[src/rtl/multiword_add_seq.sv]
// Multi-word add/subtract, one operand word per beat, least-significant word first.
// Latency: one cycle from an accepted beat to its registered result beat.
// Backpressure: in_ready = !out_valid || out_ready; a stalled result holds every out_* stable.
module multiword_add_seq #(
  parameter int N    = 8,
  parameter int IDXW = 4
) (
  input  logic            clk,
  input  logic            rst_n,
  input  logic            in_valid,
  output logic            in_ready,
  input  logic [N-1:0]    in_a,
  input  logic [N-1:0]    in_b,
  input  logic            in_first,
  input  logic            in_last,
  input  logic            in_sub,
  output logic            out_valid,
  input  logic            out_ready,
  output logic [N-1:0]    out_sum,
  output logic            out_cout,
  output logic            out_last,
  output logic            out_ovf,
  output logic [IDXW-1:0] out_idx,
  output logic            out_restart
);

  typedef enum logic {IDLE, RUN} state_t;

  state_t          state, state_nxt;
  logic            carry, mode;
  logic [IDXW-1:0] idx;

  logic            accept, first_beat, mode_eff, cin, ovf, restart;
  logic [N-1:0]    b_adj;
  logic [N:0]      word;
  logic [IDXW-1:0] idx_nxt;

  assign in_ready = !out_valid || out_ready;
  assign accept   = in_valid && in_ready;

  always_comb begin
    state_nxt  = state;
    first_beat = in_first || (state == IDLE);
    mode_eff   = first_beat ? in_sub : mode;
    // Subtraction is A + ~B + 1: the +1 is the carry-in of the first word.
    cin        = first_beat ? in_sub : carry;
    b_adj      = mode_eff ? ~in_b : in_b;
    word       = {1'b0, in_a} + {1'b0, b_adj} + {{N{1'b0}}, cin};
    idx_nxt    = first_beat ? '0 : idx + IDXW'(1);
    ovf        = in_last && (in_a[N-1] == b_adj[N-1]) && (word[N-1] != in_a[N-1]);
    restart    = in_first && (state == RUN);
    if (accept) begin
      state_nxt = in_last ? IDLE : RUN;
    end
  end

  always_ff @(posedge clk) begin
    if (!rst_n) begin
      state <= IDLE;
    end else begin
      state <= state_nxt;
    end
  end

  always_ff @(posedge clk) begin
    if (!rst_n) begin
      carry       <= 1'b0;
      mode        <= 1'b0;
      idx         <= '0;
      out_valid   <= 1'b0;
      out_sum     <= '0;
      out_cout    <= 1'b0;
      out_last    <= 1'b0;
      out_ovf     <= 1'b0;
      out_idx     <= '0;
      out_restart <= 1'b0;
    end else if (accept) begin
      carry       <= word[N];
      mode        <= mode_eff;
      idx         <= idx_nxt;
      out_valid   <= 1'b1;
      out_sum     <= word[N-1:0];
      out_cout    <= word[N];
      out_last    <= in_last;
      out_ovf     <= ovf;
      out_idx     <= idx_nxt;
      out_restart <= restart;
    end else if (out_ready) begin
      out_valid   <= 1'b0;
    end
  end

endmodule

[config.mk]
export PLATFORM = sky130hd
export DESIGN_NAME = multiword_add_seq
export DESIGN_NICKNAME = d
export VERILOG_FILES = /design/src/rtl/multiword_add_seq.sv
export SDC_FILE = /design/constraint.sdc
export NUM_CORES = 1
export LEC_CHECK = 0
export ABC_CLOCK_PERIOD_IN_PS = 4100
export CAP_MARGIN = 20
export CORE_ASPECT_RATIO = 1.25
export CORE_MARGIN = 2
export CORE_UTILIZATION = 40
export DETAILED_ROUTE_END_ITERATION = 12
export PLACE_DENSITY = 0.75
export SYNTH_ARGS = -nofsm -noshare
export SYNTH_HDL_FRONTEND = slang
export SYNTH_SLANG_ARGS = --single-unit
export TNS_END_PERCENT = 1
[constraint.sdc]
create_clock -name clk -period 4.1 [get_ports clk]
set_input_delay 0.82 -clock clk [delete_from_list [all_inputs] [get_ports clk]]
set_output_delay 0.82 -clock clk [all_outputs]
set_load 0.03 [all_outputs]
==> flow_summary.ini <==
[run_status]
outcome = finished, final reports clean

[grt]
grt_pass1_wl_um = 4770
met2_usage_pct = 34.4
use_met1_pct = 17.9
grt_start_max_net_pins = 24
busiest_layer = met2
grt-ovfl-total = 0
grt_pass1_vias = 1205
met3_usage_pct = 2.27
groute.usage.overall_pct = 18.0
antenna_found_initial = 0

[route]
drt-initial-drc-count = 20
wl_per_cell_um = 13.4
postRouteAntennaNets = 0
first_pass_iters = 4
routed_wl_um = 2950
drt-vias-per-instance = 5.48
num_vias = 1210
drc = 0

[yosys]
avgSynthCellArea_um2 = 8.26
yosysWarnings = 0
async_flop_share_pct = 0
yosysUniqueCellTypes = 45
synth-seq-area-share_pct = 31.3
yosys.area.top_type = dfxtp_1
syn_inst = 147
synth_top_area_share_pct = 31.3
syn-num-nets = 180
synth_edf_count = 0
yosys-top-cells-area = dfxtp_1, ha_1, a21oi_1
netlist_area_um2 = 1210
synth-seq-cells = 19
ys.flop_type = dfxtp_1

[sta]
drv_slew = 0
period_share_pct = 84.9
worstMarginPinSlew_ns = 0.740
setup_tns_ns = 0
finalHoldViolCount = 0
relSlewSlack_pct = 50.6
period_minus_slack_ns = 3.48
fmax_mhz = 287
setup_viol = 0
finClkSkew_ns = 0.00770
rsz0062_at_grt = no

[finish]
nets = 219
multiInputGateArea_um2 = 768
drive_gt1_share_pct = 5.95
num_antenna_cells = 0
nFillCells = 301
seq_area_um2 = 380
synthToLayoutAreaGrowth_pct = 36.0
final_util_pct = 56.6

[cts]
cts_resized = 0
clock_latency_ns = 0.30
cts_htree_levels = 1
clock_sinks = 19
ctsHoldBuffers = 0
ctsLongestPathBuffers = 2
cts_tree = done
clk_pin_slew_ns = 0.11
cts_setup_buffers = 0
ctsRootBufferMaster = clkbuf_4
cts_buffers = 3

[die]
die_height_um = 65.6
io_pins = 41
die_w_um = 53.3
core.rowCount = 22
core_region_area_um2 = 2920
start_util_pct = 41.6
dieArea_um2 = 3490

[setup_path]
critPathCaptureType = flop
path_max_fanout = 7
reg2reg_slack_ns = 1.27
cp-start-kind = input port
crit_required_ns = 4.31
worstRegToRegCells = 11
crit_cells = 12
cpPeakStageDelay_ns = 0.45
crit_chain = clkdlybuf4s50_1 -> nand2b_1 -> nand2_1 -> a21boi_0 -> buf_4 -> xnor2_1 -> inv_1 -> fa_1 -> nand2b_1 -> a21oi_1 -> o311ai_0 -> a221oi_1
cp.buffers_inverters = 3
criticalPathCategory = in2reg
cpMaxStageDelayCell = clkdlybuf4s50_1
critPathMostFrequentCell = nand2b_1
crit_family = compound AO/OA/AOI/OAI gates
crit_arrival_ns = 3.69

[job]
drv_cap = 0

[hold_path]
hold_path_class = reg2reg
min_delay_path_depth = 2

[power_and_ir_drop]
p_per_area_nw_per_um2 = 302
ir_drop_mv = 0.143
leakage_nw = 0.616

[place]
hpwl_um = 2340
place.gp.congestion = 0.962
portBuffers = 40
==> final timing paths <==
check,startpoint,end
hold / removal,out_sum[4]$_SDFFE_PN0P_,out_sum[4]$_SDFFE_PN0P_
hold reg to reg,out_sum[4]$_SDFFE_PN0P_,out_sum[4]$_SDFFE_PN0P_
setup reg to reg,state$_SDFFE_PN0P_,carry$_SDFFE_PN0P_
setup / recovery,in_first,carry$_SDFFE_PN0P_
==> kinds of logic after synthesis <==
kind of cell               count (synthesis)  synth area share [%]
AOI/OAI and AO/OA                         40                  21.1
adders and majority gates                 10                  11.5
xor gates and xnor gates                   8                  5.77
DFF                                       19                  31.3
and+or+nand+nor                           57                  24.8
buffers and inverters                     13                  5.36
==> cells in the mapped netlist, types with 2 or more instances <==
cell type / instances
a21oi_2: 2
o311ai_0: 2
fa_1: 2
a211oi_1: 2
and3_1: 3
nand2b_1: 4
or4_1: 2
ha_1: 8
buf_2: 4
nor2_1: 6
o21ai_0: 8
dfxtp_1: 19
inv_1: 4
nor3_1: 2
a21oi_1: 15
nand3_1: 10
nand2_1: 19
xnor2_1: 8
==> final cells by class <==
class	instances	share of cell area, %
clock buffers	4	1.59
inverters	6	1.36
multi-input cells	115	46.6
flip-flops and latches	19	23.0
well taps	36	2.73
repair buffers	41	24.7
==> cell usage in the layout, fill, tap and decap left out, drive strengths merged, types with 2 or more instances in the layout <==
cell,n
nand2,19
a21oi,17
or4,2
inv,5
and3,3
ha,8
nand2b,4
o21ai,8
clkbuf,4
nor2b,2
nor2,6
dfxtp,19
clkdlybuf4s50,40
and2,2
nor3,2
o311ai,2
nand3,11
fa,2
xnor2,8
a211oi,2
==> per-stage QoR <==
step	cells	worst slack, ns	total power [mW]	hold slack (ns)	area (um^2)
global placement	217	0.453	0.401	0.444	1620
global route	221	0.385	0.529	0.478	1650
detailed placement	217	0.313	0.407	0.450	1620
floorplan	147	1.02	0.337	0.451	1210
CTS	221	0.608	0.501	0.466	1650
finish	221	0.620	0.499	0.460	1650
==> tightest hold or removal path: stages, from the launching register on <==
cell     delay [ns]
dfxtp_1        0.32
nand2_1        0.05
a21oi_1        0.05
==> power by group <==
| group | internal [mW] | leakage (nW) | switching (mW) |
|---|---|---|---|
| combinational | 0.0900 | 0.446 | 0.107 |
| clock | 0.0379 | 0.0150 | 0.0571 |
| sequential | 0.199 | 0.156 | 0.00779 |
==> routing by layer <==
layer / wire length [um] / share of wire [%]
met1: 1170 / 40
met2: 1550 / 53
met3: 157 / 5.3
met4: 76 / 2.6
met5: 0 / 0
==> registers in the layout, indices dropped and copies added (netlist names) <==
| name | count |
|---|---|
| carry | 1 |
| idx | 4 |
| mode | 1 |
| out_last | 1 |
| out_ovf | 1 |
| out_restart | 1 |
| out_sum | 8 |
| out_valid | 1 |
| state | 1 |
Power figures use the tool's default switching activity.
